--- src/rtl/voice_mixer_scheduler.sv ---
// -----------------------------------------------------------------------------
// voice_mixer_scheduler
//
// Shares one sine-lookup ROM among NUM_VOICES note voices. Each frame it
// snapshots the key levels, walks every voice once (one ROM read per cycle),
// advances or clears the per-voice phase, sums the ROM samples of the active
// voices, and hands the left-justified mix to the audio controller.
//
// Frame: IDLE -> SCAN (NUM_VOICES cycles) -> DRAIN -> OUT (held while the
// controller has no room). Back-to-back period is NUM_VOICES+3 cycles.
//
// Handshake: in OUT the sample is offered; write_audio_out is high in exactly
// the cycles where state is OUT and audio_out_allowed is high, and the FSM
// leaves OUT on that same clock edge, so every strobe is one accepted sample.
//
// Ports:
//   CLOCK_50                 clock
//   resetn                   asynchronous active-low reset
//   key_en[NUM_VOICES]       note request levels (sampled in IDLE)
//   inc_wr/inc_sel/inc_data  phase-increment config write port
//   rom_addr                 shared ROM address (held outside SCAN)
//   rom_data                 ROM data, one cycle after rom_addr
//   audio_out_allowed        controller FIFO has space
//   write_audio_out          one-cycle sample write strobe
//   left/right_channel_audio_out  mixed sample (identical)
//   busy                     FSM not in IDLE
//   active_count             popcount of the current frame snapshot
// -----------------------------------------------------------------------------
module voice_mixer_scheduler #(
  parameter int NUM_VOICES = 10,
  parameter int PHASE_W    = 32,
  parameter int ROM_AW     = 10,
  parameter int SAMPLE_W   = 16,
  parameter int GUARD_BITS = 4
) (
  input  logic                  CLOCK_50,
  input  logic                  resetn,
  input  logic [NUM_VOICES-1:0] key_en,
  input  logic                  inc_wr,
  input  logic [3:0]            inc_sel,
  input  logic [PHASE_W-1:0]    inc_data,
  output logic [ROM_AW-1:0]     rom_addr,
  input  logic [SAMPLE_W-1:0]   rom_data,
  input  logic                  audio_out_allowed,
  output logic                  write_audio_out,
  output logic [31:0]           left_channel_audio_out,
  output logic [31:0]           right_channel_audio_out,
  output logic                  busy,
  output logic [3:0]            active_count
);

  localparam int AW    = SAMPLE_W + GUARD_BITS;
  localparam int SHIFT = 32 - AW;
  localparam int VW    = (NUM_VOICES > 1) ? $clog2(NUM_VOICES) : 1;
  localparam logic [VW-1:0] LAST_V = VW'(NUM_VOICES - 1);

  typedef enum logic [1:0] {
    S_IDLE  = 2'd0,
    S_SCAN  = 2'd1,
    S_DRAIN = 2'd2,
    S_OUT   = 2'd3
  } state_e;

  state_e                state_q, state_d;
  logic [VW-1:0]         v_q, v_d;
  logic [NUM_VOICES-1:0] snap_q, snap_d;
  logic [3:0]            cnt_q, cnt_d;
  logic [3:0]            key_pop;
  logic [AW-1:0]         acc_q, acc_d;
  logic [AW-1:0]         acc_sum;
  logic                  pend_q, pend_d;
  logic [ROM_AW-1:0]     hold_q, hold_d;
  logic [ROM_AW-1:0]     scan_addr;
  logic [31:0]           out_q, out_d;
  logic [31:0]           acc_ext;

  logic [PHASE_W-1:0]    phase_q [NUM_VOICES];
  logic [PHASE_W-1:0]    inc_q   [NUM_VOICES];

  // Address of the voice being scanned: phase before this frame's advance.
  assign scan_addr = phase_q[v_q][PHASE_W-1 -: ROM_AW];

  // pend_q marks that the ROM word arriving now belongs to a snapped voice
  // scanned last cycle; unsnapped voices contribute nothing.
  assign acc_sum = acc_q + (pend_q ? {{GUARD_BITS{rom_data[SAMPLE_W-1]}}, rom_data}
                                   : {AW{1'b0}});

  // Left-justify the signed sum into the 32-bit channel word.
  assign acc_ext = {{SHIFT{acc_sum[AW-1]}}, acc_sum} << SHIFT;

  always_comb begin
    key_pop = '0;
    for (int i = 0; i < NUM_VOICES; i++) begin
      key_pop = key_pop + {3'b000, key_en[i]};
    end
  end

  // Next-state and datapath control.
  always_comb begin
    state_d = state_q;
    v_d     = v_q;
    snap_d  = snap_q;
    cnt_d   = cnt_q;
    acc_d   = acc_sum;
    pend_d  = 1'b0;
    hold_d  = hold_q;
    out_d   = out_q;
    case (state_q)
      S_IDLE: begin
        acc_d = '0;
        if (audio_out_allowed) begin
          snap_d  = key_en;
          cnt_d   = key_pop;
          v_d     = '0;
          state_d = S_SCAN;
        end
      end
      S_SCAN: begin
        hold_d = scan_addr;
        pend_d = snap_q[v_q];
        if (v_q == LAST_V) begin
          state_d = S_DRAIN;
        end else begin
          v_d = v_q + 1'b1;
        end
      end
      S_DRAIN: begin
        out_d   = acc_ext;
        state_d = S_OUT;
      end
      S_OUT: begin
        if (audio_out_allowed) begin
          state_d = S_IDLE;
        end
      end
      default: state_d = S_IDLE;
    endcase
  end

  always_ff @(posedge CLOCK_50 or negedge resetn) begin
    if (!resetn) begin
      state_q <= S_IDLE;
      v_q     <= '0;
      snap_q  <= '0;
      cnt_q   <= '0;
      acc_q   <= '0;
      pend_q  <= 1'b0;
      hold_q  <= '0;
      out_q   <= '0;
    end else begin
      state_q <= state_d;
      v_q     <= v_d;
      snap_q  <= snap_d;
      cnt_q   <= cnt_d;
      acc_q   <= acc_d;
      pend_q  <= pend_d;
      hold_q  <= hold_d;
      out_q   <= out_d;
    end
  end

  // Per-voice tuning words and phase accumulators. The phase update reads
  // inc_q before any same-cycle config write lands, so a colliding write
  // takes effect from the next frame.
  always_ff @(posedge CLOCK_50 or negedge resetn) begin
    if (!resetn) begin
      for (int i = 0; i < NUM_VOICES; i++) begin
        phase_q[i] <= '0;
        inc_q[i]   <= '0;
      end
    end else begin
      if (inc_wr && (32'(inc_sel) < NUM_VOICES)) begin
        inc_q[inc_sel] <= inc_data;
      end
      if (state_q == S_SCAN) begin
        // A released voice restarts from address 0 when pressed again.
        phase_q[v_q] <= snap_q[v_q] ? (phase_q[v_q] + inc_q[v_q]) : '0;
      end
    end
  end

  assign rom_addr                = (state_q == S_SCAN) ? scan_addr : hold_q;
  assign write_audio_out         = (state_q == S_OUT) && audio_out_allowed;
  assign left_channel_audio_out  = out_q;
  assign right_channel_audio_out = out_q;
  assign busy                    = (state_q != S_IDLE);
  assign active_count            = cnt_q;

endmodule

--- config.mk ---
export PLATFORM = sky130hd
export DESIGN_NAME = voice_mixer_scheduler
export DESIGN_NICKNAME = d
export VERILOG_FILES = /design/src/rtl/voice_mixer_scheduler.sv
export SDC_FILE = /design/constraint.sdc
export NUM_CORES = 1
export LEC_CHECK = 0
export ABC_AREA = 1
export BUFFER_PORTS_ARGS = -buffer_cell sky130_fd_sc_hd__buf_2
export CAP_MARGIN = 10
export CORE_AREA = 2 2 284 286
export CTS_CLUSTER_SIZE = 20
export DETAILED_ROUTE_END_ITERATION = 16
export DIE_AREA = 0 0 286 288
export PLACE_DENSITY_LB_ADDON = 0.1
export RECOVER_POWER = 50
export SLEW_MARGIN = 15
export SYNTH_ARGS = -nofsm -noshare
export SYNTH_HDL_FRONTEND = slang
export SYNTH_SLANG_ARGS = --single-unit
--- constraint.sdc ---
create_clock -name CLOCK_50 -period 3.4 [get_ports CLOCK_50]
set_input_delay 0.68 -clock CLOCK_50 [delete_from_list [all_inputs] [get_ports CLOCK_50]]
set_output_delay 0.68 -clock CLOCK_50 [all_outputs]
set_load 0.005 [all_outputs]
==> results.md, run 1 <==
* Status: finished, violations left
* Failing checks: max-capacitance violations, max-slew violations
* Worst-Margin Slew at 2.218 ns
* Area Growth Syn to Fin at 19.69%
* CP dominant cell by count: nand2_1
* Register area share after synthesis at about half
* Worst clock skew at 0.02351 ns
* Starting Density at 44.56%
* Max-slew violation count at 63
* Commonest non-fill, non-tap cell in the layout: nand2_1
* Crit path max fanout at 14
* Worst endpoint required time at 2.72 ns
* Ys flop type: dfrtp_1
* Slew headroom at -47.88%
* TritonRoute pass-1 iters at 5
* FF+latch count, synth at slightly above 700
* Num CTS Buffers at 82
* Cell chain of the critical path: buf_8 > buf_4 > clkbuf_16 > nor2_1 > o22ai_1 > nand2_1 > nand3_4 > buf_4 > nand2_1 > nand2_1 > buf_2
* Pin count of the biggest net entering global routing at 99
* RePlAce Congestion at slightly below 0.9
* Die Y at 288 um
* Synth area leader: dfrtp_1
* Crit path largest cell delay at 0.52 ns
* Clock Path Buffers at 3
* Hold Path Class: primary input to flop
* Finished Core Util at approximately 53%
* PortBufs at 121
* Mapped Avg Cell Area at 7.846 um2
* First-pass GRT wire length at about 170000 um
* Vias per cell at 5.403
* Reg clk slew, reported paths at roughly 0.060 ns
* Core ar. at about 0.080 mm2
* Gr usage total at 26.87%
* HPWL Detailed at 69790 um
* Final ANT Viol Nets at 0
* Antenna violations before repair at 3
* Critical path launch point type: flop
* Crit path kind: flop to output port
* Final instance area at between 0.04 and 0.05 mm2
* VDD IR-drop max at 0.4448 mV
* Vias in the first global route at 29793
* Antenna cells at 0
* Lkg Pwr at 21.28 nW
* Via count at 31420
* Nets at roughly 4800
* Worst skew pair latency at 0.63 ns
* EDFF count, synth at 0
* Fin Hold WS at 0.2876 ns
* # DRC at 0
* Area post-placement at 0.03832 mm2
* First DRT Iteration DRCs at 2949
* Filler Cell Count at 7656
* I/O pin total at 146
* RSZ-0062 raised after global routing: yes
* Row count at 104
* Worst path slowest cell: dfrtp_4
* Synth Cell Area at 0.03549 mm2
* Commonest non-fill, non-tap cells in the layout: nand2_1 (1502), dfrtp_1 (709), o21ai_0 (626)
* Synth cell types at 40
* Crit path DAT at 2.63 ns
* Die area at 0.08237 mm2
* Power Dens Cells at 906.9 mW/mm2
* Fmax at 0.3020 GHz
* Worst path buffer plus inverter count at 5
* Max Cap Viol at 1
* Crit share post-route at 97.40%
* Drt total wl at 114600 um
* Synth Instances at 4523
* # clock sinks at 711
* CP delay by family, top: buffers and inverters
* Synth top area share at between 50% and 60%
* Clock root cell: clkbuf_16
* Final hold vios at 0
* CTS tree: yes
* Final Setup Violations at 0
* Crit. End Element: output port
* WL/cell at 19.71 um
* Asr flop ratio synth at 100.0%
* Period minus WS final at 3.311 ns
* Gr ovfl total at 0
* Die Wd at between 200 and 300 um
* Yosys warns at 0
* Share of cells above drive strength 1 at approximately 15%
* Largest cells by area after synthesis: dfrtp_1 (50%), nand2_1 (16%), o21ai_0 (9.2%)
* TNS Setup at 0 ns
* H-tree Lvls at 3
area by class of cell:
type / count / area [um2] / area share, %
flip-flops and latches: 711 / 17800 / 41.90
clock buffers: 122 / 2456 / 5.782
inverters: 226 / 887.1 / 2.088
repair buffers: 368 / 3376 / 7.947
well taps: 1060 / 1326 / 3.122
clock inverters: 24 / 265.3 / 0.6245
repair inverters: 2 / 27.53 / 0.06480
multi-input cells: 3302 / 16340 / 38.47
kinds of logic (layout without fill, tap and decap cells):
group	Yosys count	in the layout	synth area share (%)
compound gates	1041	1041	15.25
other cells	1	24	0.01057
xor+xnor	13	13	0.3208
flops	711	711	50.14
buf+inv	536	742	6.635
fa+ha+maj	69	69	2.602
simple gates	2152	2155	25.04
worst min-delay path, cell delays in order:
cell and delay [ns]:
buf_2 0.09, nand2_1 0.05, nand2_1 0.05
routing by layer:
metal | vias up | track usage, % | share of wire, %
li1 | 15089 | - | -
met1 | 15226 | 39.45 | 47
met2 | 937 | 42.66 | 45
met3 | 168 | 2.599 | 5.6
met4 | 0 | 6.990 | 2.4
met5 | - | 0 | 0
cells in the mapped netlist, types with 46 or more instances:
library cell and n:
o21ai_0 652, ha_1 61, buf_4 57, nand3_1 122, nand2_1 1530, inv_1 211
nor2_1 354, nand4_1 77, clkbuf_1 171, buf_2 57, a21oi_1 46, dfrtp_1 711
o21ai_1 199, o22ai_1 126
power breakdown:
part | switching, W | internal (W) | total (W) | leakage [nW]
Combinational | 0.0114 | 0.00677 | 0.0181 | 10.5
Clock | 0.00359 | 0.00536 | 0.00895 | 1.34
Sequential | 0.00104 | 0.0104 | 0.0114 | 9.48
through the flow:
stage,power [W],instances,setup WS (ns)
after global routing,0.04099,5815,-0.03669
after floorplan,0.02109,4546,0.2958
after detailed placement,0.02738,5633,-0.07456
after global placement,0.02731,5633,-0.1719
final,0.03852,5815,0.08856
after CTS,0.03671,5785,-0.005998
flip-flops by register name, indices dropped and copies added (netlist names):
register,cells
pend_q,1
active_count,4
inc_q,320
phase_q,320
snap_q,10
state_q,2
left_channel_audio_out,20
v_q,4
hold_q,10
acc_q,20
timing repair:
| item | in CTS | in global routing |
|---|---|---|
| resized for setup | 17 | 190 |
| endpoints found under the setup margin | 37 | 253 |
| buffers inserted | 4 | 13 |
| pin swaps | 2 | 21 |
| cloned | 2 | 17 |
| hold buffers | 0 | 0 |
worst paths after layout:
kind                            from            to  slack (ns)  cells after the start
hold / removal             key_en[2]     snap_q[2]        0.29                      3
hold reg to reg            hold_q[8]     hold_q[8]        0.48                      2
min in group asynchronous     resetn  phase_q[299]        0.72                      1
max in group asynchronous     resetn     acc_q[16]        0.49                      2
setup reg to reg              v_q[0]  phase_q[208]        0.12                     20
setup / recovery              v_q[0]   rom_addr[0]        0.09                     11
(Power assumes the default switching activity.)
==> run 2, diff against run 1 <==
--- a/config.mk
+++ b/config.mk
@@ -9,6 +9,7 @@
 export BUFFER_PORTS_ARGS = -buffer_cell sky130_fd_sc_hd__buf_2
 export CAP_MARGIN = 10
 export CORE_AREA = 2 2 284 286
+export CTS_CLUSTER_DIAMETER = 100
 export CTS_CLUSTER_SIZE = 20
 export DETAILED_ROUTE_END_ITERATION = 16
 export DIE_AREA = 0 0 286 288
==> constraint.sdc (replaced) <==
create_clock -name CLOCK_50 -period 4.2 [get_ports CLOCK_50]
set_input_delay 0.84 -clock CLOCK_50 [delete_from_list [all_inputs] [get_ports CLOCK_50]]
set_output_delay 0.84 -clock CLOCK_50 [all_outputs]
set_load 0.005 [all_outputs]
==> results.md, run 2 (synthesized netlist as in run 1, its figures left out) <==
* Status: finished, violations left
* Failing checks: max-capacitance violations, max-slew violations
* Crit path DAT at 4.32 ns (+1.69 ns)
* CP dominant cell by count: nand2_1
* Sw Ratio at 45.00% (+3.5 points)
* Worst path buffer plus inverter count at 3 (-2)
* Period minus WS final at 3.826 ns
* RSZ-0062 raised after global routing: no
* Die Y at 288 um (unchanged)
* P_sw at 0.01129 W (-29%)
* TNS Setup at 0 ns (unchanged)
* HPWL Detailed at 67930 um (-2.7%)
* First-pass GRT wire length at 170500 um (-2.1%)
* Core ar. at 0.07964 mm2 (unchanged)
* Power Dens Cells at 656.1 mW/mm2 (-28%)
* Vias per cell at 5.380 (-0.43%)
* Worst-Margin Slew at 2.529 ns (+0.3109 ns)
* Slew headroom at -68.60% (-21 points)
* Die area at 0.08237 mm2 (unchanged)
* Worst path slowest cell: dfrtp_4
* # DRC at 0 (unchanged)
* Crit path kind: flop to flop
* Hold Path Class: primary input to flop
* Clk network pwr share at 17.3% (-5.9 points)
* Gr ovfl total at 0 (unchanged)
* Final Setup Violations at 0 (unchanged)
* Share of cells above drive strength 1 at 7.389% (-7.2 points)
* Fmax at 0.2614 GHz
* H-tree Lvls at 2 (-1)
* Hold buffer count at cts at 0 (unchanged)
* Die Wd at 286 um (unchanged)
* Worst skew pair latency at 0.63 ns (about the same)
* Starting Density at 44.56% (unchanged)
* Final ANT Viol Nets at 0 (unchanged)
* Max Cap Viol at 1 (unchanged)
* CP delay by family, top: simple AND/OR/NAND/NOR gates
* WL/cell at 19.43 um (-1.4%)
* Max-slew violation count at 85 (+35%)
* Seq pwr share at 36.9% (+7.2 points)
* Area Growth Syn to Fin at 7.725%
* Lkg Pwr at 19.19 nW (-9.8%)
* Crit path max fanout at 31 (+17)
* Pin count of the biggest net entering global routing at 94 (-5.1%)
* Vias in the first global route at 28703 (-3.7%)
* Antenna cells at 0 (unchanged)
* Fin Hold WS at 0.4405 ns (+0.1529 ns)
* Gr usage total at 26.43% (-0.44 points)
* Biggest regs: inc_q x320, phase_q x320
* CTS tree: yes
* PostCTS Resize Cnt at 0 (-17)
* Row count at 104 (unchanged)
* TritonRoute pass-1 iters at 8 (+3)
* Internal Power at 0.01380 W (-39%)
* # clock sinks at 711 (unchanged)
* Clock Path Buffers at 3 (unchanged)
* Setup bufs post-CTS at 0 (-4)
* Drt total wl at 108200 um (-5.6%)
* Clock root cell: clkbuf_16
* I/O pin total at 146 (unchanged)
* Commonest non-fill, non-tap cell in the layout: nand2_1
* Crit path largest cell delay at 0.59 ns (+0.07 ns)
* Num CTS Buffers at 42 (-49%)
* Final hold vios at 0 (unchanged)
* Nets at 4635 (-4.0%)
* Crit. End Element: flop
* Cell chain of the critical path: inv_6 > buf_4 > o21ai_0 > o22ai_1 > nand2_1 > nand3_1 > ha_1 > nand2_1 > inv_1 > nand2_1 > nand2_1 > a21oi_1 > nor2_1 > nor2_1 > nand3_1 > nand4_1 > nand2_1
* Worst endpoint required time at 4.70 ns (+1.98 ns)
* Via count at 29952 (-4.7%)
* VDD IR-drop max at 0.5137 mV (+15%)
* First DRT Iteration DRCs at 2787 (-5.5%)
* Crit share post-route at between 90% and 100%
* RePlAce Congestion at 0.8905 (+0.38%)
* Reg clk slew, reported paths at 0.09 ns (+0.03 ns)
* Antenna violations before repair at 1 (-2)
* Worst clock skew at 0.04116 ns (+0.01765 ns)
* Combinational power share at 45.9% (-1.2 points)
* Filler Cell Count at 8050 (+5.1%)
* Critical path launch point type: flop
* Commonest non-fill, non-tap cells in the layout: nand2_1 (1524), dfrtp_1 (709), o21ai_0 (652)
* PortBufs at 121 (unchanged)
## run 2: changes by cell type in the layout (fill, tap and decap cells not counted), moves of 26 or more
cell,change
ha_4,-27
nand3_1,+50
nand3_2,-42
o21ai_0,+26
clkbuf_16,-51
ha_1,+27
buf_4,-95
## run 2: power by group through the flow
stage	clock, W	combinational, W	sequential [W]
after floorplan	0	0.00796	0.00911
after global placement	0	0.0114	0.00933
after detailed placement	0	0.0115	0.00935
after CTS	0.00445	0.0115	0.00924
after global routing	0.00469	0.0128	0.00944
final	0.00433	0.0115	0.00925
## run 2: path summary, 6_finish.rpt
| check | start | to | slack [ns] | depth (start not counted) |
|---|---|---|---|---|
| max | v_q[1] | phase_q[123] | 0.37 | 17 |
| min | key_en[2] | snap_q[2] | 0.44 | 3 |
| max reg2reg | v_q[1] | phase_q[123] | 0.37 | 17 |
| min reg2reg | hold_q[6] | hold_q[6] | 0.48 | 2 |
| max in group asynchronous | resetn | inc_q[216] | 0.77 | 2 |
| min in group asynchronous | resetn | phase_q[293] | 1.02 | 1 |
## run 2: metrics by stage
step	util [%]	cells	setup slack [ns]	power (W)	area, um2
2_1_floorplan	-	4546	0.9358	0.01707	35570
3_3_place_gp	46.70	5516	0.5063	0.02075	37190
3_5_place_dp	46.70	5516	0.4820	0.02081	37190
4_1_cts	48.18	5567	0.4198	0.02517	38370
5_1_grt	48.00	5567	0.1048	0.02697	38230
6_report	48.00	5567	0.3741	0.02508	38230
## run 2: per-layer routing
metal  global-route usage, %  wire [um]
met1                   38.56      51050
met2                   41.70      48720
met3                   3.138       5906
met4                   7.068       2489
met5                       0          9
## run 2: cell type report
cell class / instances / area (um2) / share of cell area [%]
flip-flops and latches: 711 / 17800 / 46.56
multi-input cells: 3299 / 15460 / 40.45
repair buffers: 220 / 1608 / 4.206
well taps: 1060 / 1326 / 3.469
clock buffers: 47 / 1134 / 2.965
inverters: 226 / 860.8 / 2.252
clock inverters: 4 / 38.79 / 0.1015
## run 2: worst register-to-register path: cells and delay by family (launching register included)
family / cells / cell delay (ns)
buffers and inverters: 3 / 0.78
adders and majority gates: 1 / 0.31
and+or+nand+nor: 10 / 1.46
DFF: 1 / 0.59
AOI/OAI and AO/OA: 3 / 0.56
